`src/rtl/pattern_pkg.sv`:
```
// Shared constants and state type for the pattern buffer bank and its playback sequencer.
package pattern_pkg;

   localparam int NOBUFS  = 8;
   localparam int BUFSIZE = 27;
   localparam int SELW    = 3;
   localparam int PTRW    = 5;
   localparam int LOOPW   = 8;
   localparam int MAXPTR  = BUFSIZE - 1;

   typedef enum logic [1:0] {
      IDLE,
      RUN,
      WAIT_LOAD,
      DONE
   } state_t;

   // Byte indices beyond the end of a buffer are pulled back to the last byte.
   function automatic logic [PTRW-1:0] clamp_ptr(input logic [PTRW-1:0] p);
      return (p > PTRW'(MAXPTR)) ? PTRW'(MAXPTR) : p;
   endfunction

endpackage

```
`src/rtl/pattern_addr_gen.sv`:
```
// Buffer/byte address generator: holds the captured range, the play position and the loop count.
module pattern_addr_gen
   import pattern_pkg::*;
(
   input  logic             clk,
   input  logic             resetn,
   input  logic             capture,
   input  logic             advance,
   input  logic [SELW-1:0]  start_buf,
   input  logic [SELW-1:0]  end_buf,
   input  logic [PTRW-1:0]  last_ptr,
   input  logic [LOOPW-1:0] loops,
   output logic [SELW-1:0]  bufselect,
   output logic [PTRW-1:0]  bufp,
   output logic [SELW-1:0]  next_sel,
   output logic             last_byte,
   output logic             last_buf,
   output logic             last_loop
);

   logic [SELW-1:0]  start_r;
   logic [SELW-1:0]  end_r;
   logic [PTRW-1:0]  last_ptr_r;
   logic [LOOPW-1:0] loops_r;
   logic [LOOPW-1:0] loop_cnt;
   logic [LOOPW-1:0] loop_inc;

   assign loop_inc  = loop_cnt + LOOPW'(1);
   assign last_byte = (bufp >= last_ptr_r);
   assign last_buf  = (bufselect == end_r);
   // loops_r == 0 means endless playback: the count is never compared.
   assign last_loop = (loops_r != '0) && (loop_inc == loops_r);
   assign next_sel  = last_buf ? start_r : bufselect + SELW'(1);

   always_ff @(posedge clk or negedge resetn) begin
      if (!resetn) begin
         start_r    <= '0;
         end_r      <= '0;
         last_ptr_r <= '0;
         loops_r    <= '0;
         loop_cnt   <= '0;
         bufselect  <= '0;
         bufp       <= '0;
      end else if (capture) begin
         start_r    <= start_buf;
         end_r      <= end_buf;
         last_ptr_r <= clamp_ptr(last_ptr);
         loops_r    <= loops;
         loop_cnt   <= '0;
         bufselect  <= start_buf;
         bufp       <= '0;
      end else if (advance) begin
         if (!last_byte) begin
            bufp <= bufp + PTRW'(1);
         end else begin
            bufp <= '0;
            if (last_buf && loop_cnt != '1) begin
               loop_cnt <= loop_inc;
            end
            // On the final byte of the final pass the last buffer stays selected.
            if (!(last_buf && last_loop)) begin
               bufselect <= next_sel;
            end
         end
      end
   end

endmodule

```
`src/rtl/pattern_sequencer.sv`:
```
// Playback controller stepping through a range of pattern buffers, stalling on loader conflicts.
module pattern_sequencer
   import pattern_pkg::*;
(
   input  logic             clk,
   input  logic             resetn,
   input  logic             start,
   input  logic             stop,
   input  logic [SELW-1:0]  start_buf,
   input  logic [SELW-1:0]  end_buf,
   input  logic [PTRW-1:0]  last_ptr,
   input  logic [LOOPW-1:0] loops,
   input  logic             step_en,
   input  logic             load_active,
   input  logic [SELW-1:0]  load_addr,
   output logic [SELW-1:0]  bufselect,
   output logic [PTRW-1:0]  bufp,
   output logic             byte_valid,
   output logic             busy,
   output logic             done,
   output logic             load_conflict
);

   state_t          state;
   state_t          state_nxt;
   logic            capture;
   logic            advance;
   logic            finish;
   logic            buf_change;
   logic            enter_busy;
   logic            hold_busy;
   logic            conflict;
   logic            conflict_q;
   logic [SELW-1:0] next_sel;
   logic            last_byte;
   logic            last_buf;
   logic            last_loop;

   assign capture    = (state == IDLE) && start && !stop;
   assign advance    = (state == RUN) && step_en && !stop;
   assign finish     = advance && last_byte && last_buf && last_loop;
   assign buf_change = advance && last_byte && !(last_buf && last_loop);
   assign enter_busy = load_active && (load_addr == next_sel);
   assign hold_busy  = load_active && (load_addr == bufselect);
   // Loader touching the buffer while bytes of it have already been played.
   assign conflict   = (state == RUN) && hold_busy && (bufp != '0);

   pattern_addr_gen u_addr_gen (
      .clk       (clk),
      .resetn    (resetn),
      .capture   (capture),
      .advance   (advance),
      .start_buf (start_buf),
      .end_buf   (end_buf),
      .last_ptr  (last_ptr),
      .loops     (loops),
      .bufselect (bufselect),
      .bufp      (bufp),
      .next_sel  (next_sel),
      .last_byte (last_byte),
      .last_buf  (last_buf),
      .last_loop (last_loop)
   );

   always_ff @(posedge clk or negedge resetn) begin
      if (!resetn) begin
         state      <= IDLE;
         conflict_q <= 1'b0;
      end else begin
         state      <= state_nxt;
         conflict_q <= conflict;
      end
   end

   always_comb begin
      state_nxt = state;
      if (stop) begin
         state_nxt = IDLE;
      end else begin
         case (state)
            IDLE: begin
               if (start) begin
                  state_nxt = (load_active && load_addr == start_buf) ? WAIT_LOAD : RUN;
               end
            end
            RUN: begin
               if (finish) begin
                  state_nxt = DONE;
               end else if (buf_change && enter_busy) begin
                  state_nxt = WAIT_LOAD;
               end
            end
            WAIT_LOAD: begin
               if (!hold_busy) begin
                  state_nxt = RUN;
               end
            end
            DONE:    state_nxt = IDLE;
            default: state_nxt = IDLE;
         endcase
      end
   end

   always_comb begin
      byte_valid    = (state == RUN) && step_en && !stop;
      busy          = (state != IDLE);
      done          = (state == DONE) && !stop;
      load_conflict = conflict && !conflict_q;
   end

endmodule

```
`config.mk`:
```
export PLATFORM = sky130hd
export DESIGN_NAME = pattern_sequencer
export DESIGN_NICKNAME = d
export VERILOG_FILES = /design/src/rtl/pattern_pkg.sv /design/src/rtl/pattern_addr_gen.sv /design/src/rtl/pattern_sequencer.sv
export SDC_FILE = /design/constraint.sdc
export NUM_CORES = 1
export LEC_CHECK = 0
export ABC_CLOCK_PERIOD_IN_PS = 2400
export CORE_ASPECT_RATIO = 2
export CORE_UTILIZATION = 40
export CTS_CLUSTER_DIAMETER = 60
export DETAILED_ROUTE_END_ITERATION = 12
export GPL_TIMING_DRIVEN = 1
export PLACE_DENSITY_LB_ADDON = 0.12
export SYNTH_ARGS = -nofsm -noshare
export SYNTH_HDL_FRONTEND = slang
export SYNTH_SLANG_ARGS = --single-unit
```
`constraint.sdc`:
```
create_clock -name clk -period 2.4 [get_ports clk]
set_clock_uncertainty 0.15 [all_clocks]
set_input_delay 0.36 -clock clk [delete_from_list [all_inputs] [get_ports clk]]
set_output_delay 0.36 -clock clk [all_outputs]
set_load 0.01 [all_outputs]
```
==> results of run 1 <==
[worst max path at each step]
stage	startpoint	endpoint	slack, ns	depth (start not counted)
floorplan	u_addr_gen.bufp[0]$_DFFE_PN0P_	u_addr_gen.loop_cnt[5]$_DFFE_PN0P_	0.23	9
global placement	load_addr[2]	load_conflict	-0.15	6
detailed placement	load_addr[2]	load_conflict	-0.13	6
CTS	u_addr_gen.loop_cnt[0]$_DFFE_PN0P_	state[0]$_DFFE_PN0P_	0.03	8
global route	u_addr_gen.bufp[1]$_DFFE_PN0P_	u_addr_gen.loop_cnt[5]$_DFFE_PN0P_	0.0008	8
finish	stop	done	0.1	4
[cell usage after synthesis (all sizes together) (5+ instances only)]
library cell / count / share of area
nor3b: 6 / 0.023
xnor2: 12 / 0.044
inv: 15 / 0.023
o211ai: 5 / 0.016
nor2: 11 / 0.017
nand2: 61 / 0.095
nor4: 5 / 0.016
clkbuf: 6 / 0.0093
xor2: 8 / 0.029
a21oi: 8 / 0.021
nand3: 15 / 0.033
ha: 9 / 0.047
o21ai: 14 / 0.029
dfrtp: 38 / 0.39
nand2b: 6 / 0.016
nor3: 7 / 0.017
[final cells by class]
type,instances,area [um^2],share of cell area
repair buffers,77,683,0.205
clock buffers,6,139,0.0416
flip-flops and latches,38,951,0.285
inverters,15,56.3,0.0169
well taps,61,76.3,0.0229
multi-input cells,212,1420,0.425
clock inverters,2,12.5,0.00375
[kinds of logic after synthesis]
family,Yosys count,share of synthesized area
xor gates and xnor gates,21,0.0820
adders and majority gates,9,0.0467
buffers and inverters,24,0.0426
DFF,38,0.395
AOI/OAI and AO/OA,48,0.141
muxes,4,0.0171
and+or+nand+nor,130,0.276
[worst max-delay path, cell delays in order]
cell and delay, ns:
clkdlybuf4s50_1 0.43, buf_4 0.17, nor3b_1 0.24, clkdlybuf4s50_1 0.59
[report_power, final]
part	internal [mW]	switching, mW	total (mW)
clock network	0.411	0.269	0.680
registers	0.756	0.105	0.861
logic	0.459	0.451	0.910
total	1.63	0.825	2.45
[routing by layer]
layer | up-vias | share of wire | GRT usage | wire (um)
li1 | 1108 | - | - | -
met1 | 1087 | 0.37 | 0.212 | 2360
met4 | 0 | 0.030 | 0.102 | 195
met2 | 47 | 0.57 | 0.419 | 3640
met3 | 12 | 0.034 | 0.0453 | 219
met5 | - | 0 | 0 | 0
[registers in the layout (all words and copies together), names as in the netlist]
| signal | flops |
|---|---|
| u_addr_gen.loop_cnt | 8 |
| u_addr_gen.loops_r | 8 |
| u_addr_gen.bufp | 5 |
| u_addr_gen.last_ptr_r | 5 |
| u_addr_gen.bufselect | 3 |
| u_addr_gen.end_r | 3 |
| u_addr_gen.start_r | 3 |
| state | 2 |
| conflict_q | 1 |
[per-stage QoR]
stage	power (mW)	setup WS, ns	TNS (ns)	hold WS [ns]
finish	2.45	0.0994	0	0.0497
global route	2.60	0.000765	0	0.130
CTS	2.43	0.0342	0	0.0866
detailed placement	1.74	-0.129	-0.524	0.335
global placement	1.73	-0.152	-0.371	0.333
floorplan	1.34	0.233	0	-0.0856
[what timing repair did]
| action | CTS | global route |
|---|---|---|
| endpoints found under the hold margin | 0 | 0 |
| endpoints found under the setup margin | 2 | 5 |
| resized for setup | 3 | 9 |
| pin swaps | 0 | 0 |
==> flow_metrics.tcl, run 1 <==
set metrics [dict create \
    postCtsSetupBuffers 0 \
    holdBufCountCts 0 \
    vias 2254 \
    place_hpwl_mm 4.90 \
    slew_violations 0 \
    drt_iter0_drc 60 \
    grt_max_degree 39 \
    fmax_mhz 435 \
    utilization 0.580 \
    cts-root-buf "clkbuf_16" \
    routed_via_density 5.48 \
    clk_path_buf_depth 2 \
    finalNonFillerCells 411 \
    worst_setup_path_end_kind "primary output" \
    postPlaceCellArea_mm2 0.00313 \
    synth-edff-count 0 \
    status "complete, but fails checks" \
    syn_nets 311 \
    cp_data_arrival_time_ns 1.79 \
    drc_errors 2 \
    leakage_nw 1.53 \
    final_nets 386 \
    timing.rr.start "u_addr_gen.loop_cnt[0]$_DFFE_PN0P_" \
    async_reset_ff_frac 1.00 \
    grt_pass1_vias 2314 \
    worstPathRequired_ns 1.89 \
    antenna_found_initial 0 \
    core_mm2 0.00576 \
    numClockSinks 38 \
    drive_above_1_share 0.200 \
    cts_tree "built" \
    grt_pass1_wl_mm 10.5 \
    cts-htree-levels 2 \
    reg2regPathDepth 8 \
    wl_per_cell_um 15.6 \
    ys_ff_latch 38 \
    avgSynthCellArea_um2 8.79 \
    violations "design-rule violations" \
    wirelength_mm 6.41 \
    final_common_cell "nand2_1" \
    fin_area_mm2 0.00334 \
    tightest_slew_ns 0.891 \
    row_count 39 \
    yosysWarnings 0 \
    die_h_um 112 \
    nFillCells 541 \
    peakVddDrop_uv 401 \
    ys.flop_type "dfrtp_1" \
    clock_latency_ns 0.28 \
    reg2reg_slack_ns 0.11 \
    period_minus_slack_ns 2.30 \
    max-cap-violations 0 \
    die_w_um 56.9 \
    fin_crit_sh 0.959 \
    area_growth_pct 38.5 \
    routabilityCongestion 0.808 \
    drt_first_pass_iters 8 \
    reg2reg_to "state[0]$_DFFE_PN0P_" \
    synth.yosys.seq_area_share 0.395 \
    power.density_mw_per_mm2 734 \
    synth_area_mm2 0.00241 \
    grt_usage 0.219 \
    num_antenna_cells 0 \
    io_pins 40 \
    setup_viol 0 \
    hold_violations 0 \
    ant_nets 0 \
    cts.clk_slew.worst_paths_ns 0.06 \
    rsz0062_at_grt "no" \
    slew_headroom 0.406 \
    start_kind "input pin" \
    numCtsBuffers 5 \
    die_area_mm2 0.00636 \
    path_class "in -> out" \
    crit_path_max_fanout 5 \
    final_cell_mix "61 x nand2_1, 38 x dfrtp_1, 37 x clkdlybuf4s50_1, 37 x buf_4, 15 x inv_1" \
    postSynthCellCount 274 \
    ys_types 54 \
    io_buffers 39 \
    dp.cells 403 \
    hp-class "in -> async" \
    start_util 0.419 \
    overflow 0 \
]
No activity file was read; power rests on OpenSTA's default activity.
==> inputs of run 2 (changes only) <==
Settings changed: CORE_MARGIN set to 2, CTS_BUF_LIST set to sky130_fd_sc_hd__clkbuf_4 sky130_fd_sc_hd__clkbuf_8 sky130_fd_sc_hd__clkbuf_16.
==> run 2 against run 1 <==
- the run still ends with design-rule violations left
- final cell count shrank 2.7%
- wire length shrank 10%
- critical path type unchanged
- worst hold slack lost 0.018 ns
- critical path depth is the same
- critical endpoint is now byte_valid
- maximum frequency grew 0.43%
- first-iteration DRC count grew 57%
- non-clock buffer count shrank 13
==> flow_metrics.tcl, run 2 (synthesis results as in run 1) <==
set metrics [dict create \
    postPlaceCellArea_mm2 0.00302 \
    start_util 0.408 \
    core_mm2 0.00591 \
    worst_setup_path_end_kind "primary output" \
    num_antenna_cells 0 \
    final_nets 373 \
    worstPathRequired_ns 1.89 \
    wl_per_cell_um 14.4 \
    fin_area_mm2 0.00319 \
    wirelength_mm 5.77 \
    numCtsBuffers 5 \
    clock_latency_ns 0.29 \
    crit_top_cell "clkdlybuf4s50_1" \
    cts_tree "built" \
    slew_headroom 0.433 \
    cpMaxStageDelayCell "clkdlybuf4s50_1" \
    reg2reg_slack_ns 0.11 \
    violations "design-rule violations" \
    die_w_um 58.9 \
    critPathMaxStageDelay_ns 0.53 \
    clkPwrFrac 0.290 \
    die_area_mm2 0.00670 \
    swShare 0.327 \
    power.switching_mw 0.765 \
    ant_nets 0 \
    tightest_slew_ns 0.851 \
    postCtsSetupBuffers 0 \
    drive_above_1_share 0.154 \
    routabilityCongestion 0.795 \
    fin_crit_sh 0.955 \
    power.density_mw_per_mm2 733 \
    vias 2143 \
    slew_violations 0 \
    clk_path_buf_depth 2 \
    dpl_worst_slack_ns -0.190 \
    setup_viol 0 \
    hold_violations 0 \
    seq_area_um2 951 \
    crit_path_max_fanout 4 \
    leakage_nw 1.46 \
    antenna_found_initial 0 \
    cts-htree-levels 2 \
    final_cell_mix "61 x nand2_1, 38 x dfrtp_1, 37 x clkdlybuf4s50_1, 25 x buf_4, 15 x inv_1" \
    fmax_mhz 437 \
    hp-class "in -> async" \
    drt_first_pass_iters 8 \
    path_cells "clkdlybuf4s50_1 > and4bb_2 > buf_4 > clkdlybuf4s50_1" \
    start_kind "input pin" \
    cp_data_arrival_time_ns 1.78 \
    routed_via_density 5.36 \
    peakVddDrop_uv 483 \
    fin_ws_ns 0.109 \
    reg_top3 "u_addr_gen.loop_cnt x8, u_addr_gen.loops_r x8" \
    die_h_um 114 \
    grt_usage 0.190 \
    grt_pass1_wl_mm 9.69 \
    share_comb_of_total_power 0.336 \
    overflow 0 \
    drt_iter0_drc 94 \
    cts-root-buf "clkbuf_16" \
    total_power_mw 2.34 \
    internal_power_mw 1.57 \
    grt_max_degree 39 \
    path_class "in -> out" \
    max-cap-violations 0 \
    multiInputGateArea_mm2 0.00138 \
    nFillCells 558 \
    place_hpwl_mm 4.39 \
    pwr-share-seq 0.373 \
    drc_errors 4 \
    grt_pass1_vias 2099 \
    row_count 40 \
    io_buffers 39 \
    cts.clk_slew.worst_paths_ns 0.05 \
    rsz0062_at_grt "no" \
    period_minus_slack_ns 2.29 \
    status "complete, but fails checks" \
    numClockSinks 38 \
    area_growth_pct 32.3 \
    io_pins 40 \
    final_common_cell "nand2_1" \
]
[run 2: changes by cell type in the layout (fill, tap and decap cells not counted), moves of 2 or more]
cell and change:
buf_4 -12, xnor2_1 +3, xnor2_2 -3, nor4_1 +2
[run 2: critical path, delay by kind of cell]
kind / cells / cell delay (ns)
buf+inv: 3 / 1.09
simple gates: 1 / 0.33
[run 2: power groups by stage]
| stage | Clock [mW] | Combinational (mW) | Sequential [mW] |
|---|---|---|---|
| 6_report | 0.678 | 0.787 | 0.873 |
| 5_1_grt | 0.721 | 0.879 | 0.894 |
| 4_1_cts | 0.693 | 0.782 | 0.874 |
| 3_5_place_dp | 0 | 0.775 | 0.885 |
| 3_3_place_gp | 0 | 0.753 | 0.881 |
| 2_1_floorplan | 0 | 0.469 | 0.866 |
[run 2: final cells by class]
class	instances	area share
Multi-Input combinational cell	212	0.433
Sequential cell	38	0.298
Timing Repair Buffer	64	0.179
Clock buffer	7	0.0459
Tap cell	63	0.0247
Inverter	15	0.0177
Clock inverter	1	0.00157
[run 2: final timing paths]
kind                                                     start                           endpoint  cells after the start
setup reg to reg           u_addr_gen.bufselect[2]$_DFFE_PN0P_               state[0]$_DFFE_PN0P_                      6
hold / removal                                          resetn               state[0]$_DFFE_PN0P_                      1
setup / recovery                                          stop                         byte_valid                      4
min in group clk             u_addr_gen.start_r[1]$_DFFE_PN0P_  u_addr_gen.start_r[1]$_DFFE_PN0P_                      2
max in group asynchronous                               resetn  u_addr_gen.start_r[0]$_DFFE_PN0P_                      1
hold reg to reg              u_addr_gen.start_r[1]$_DFFE_PN0P_  u_addr_gen.start_r[1]$_DFFE_PN0P_                      2
[run 2: repair_timing]
action | CTS | global route
gates resized for setup | 1 | 3
hold buffers | 0 | 0
hold endpoints to repair | 0 | 0
setup endpoints to repair | 1 | 4
gates cloned | 0 | 0
[run 2: metrics by stage]
step / instances / hold slack, ns / utilization / setup TNS, ns
2_1_floorplan: 274 / -0.0856 / - / 0
3_3_place_gp: 392 / 0.310 / 0.511 / -0.251
3_5_place_dp: 392 / 0.321 / 0.511 / -0.336
4_1_cts: 400 / 0.0729 / 0.537 / 0
5_1_grt: 400 / 0.119 / 0.540 / 0
6_report: 400 / 0.0315 / 0.540 / 0
[run 2: layer usage]
layer | vias to the layer above | routed length (um) | GRT usage
met2 | 55 | 2870 | 0.309
met1 | 998 | 2500 | 0.242
li1 | 1082 | - | -
met3 | 8 | 276 | 0.0374
met4 | 0 | 117 | 0.0773
met5 | - | 0 | 0
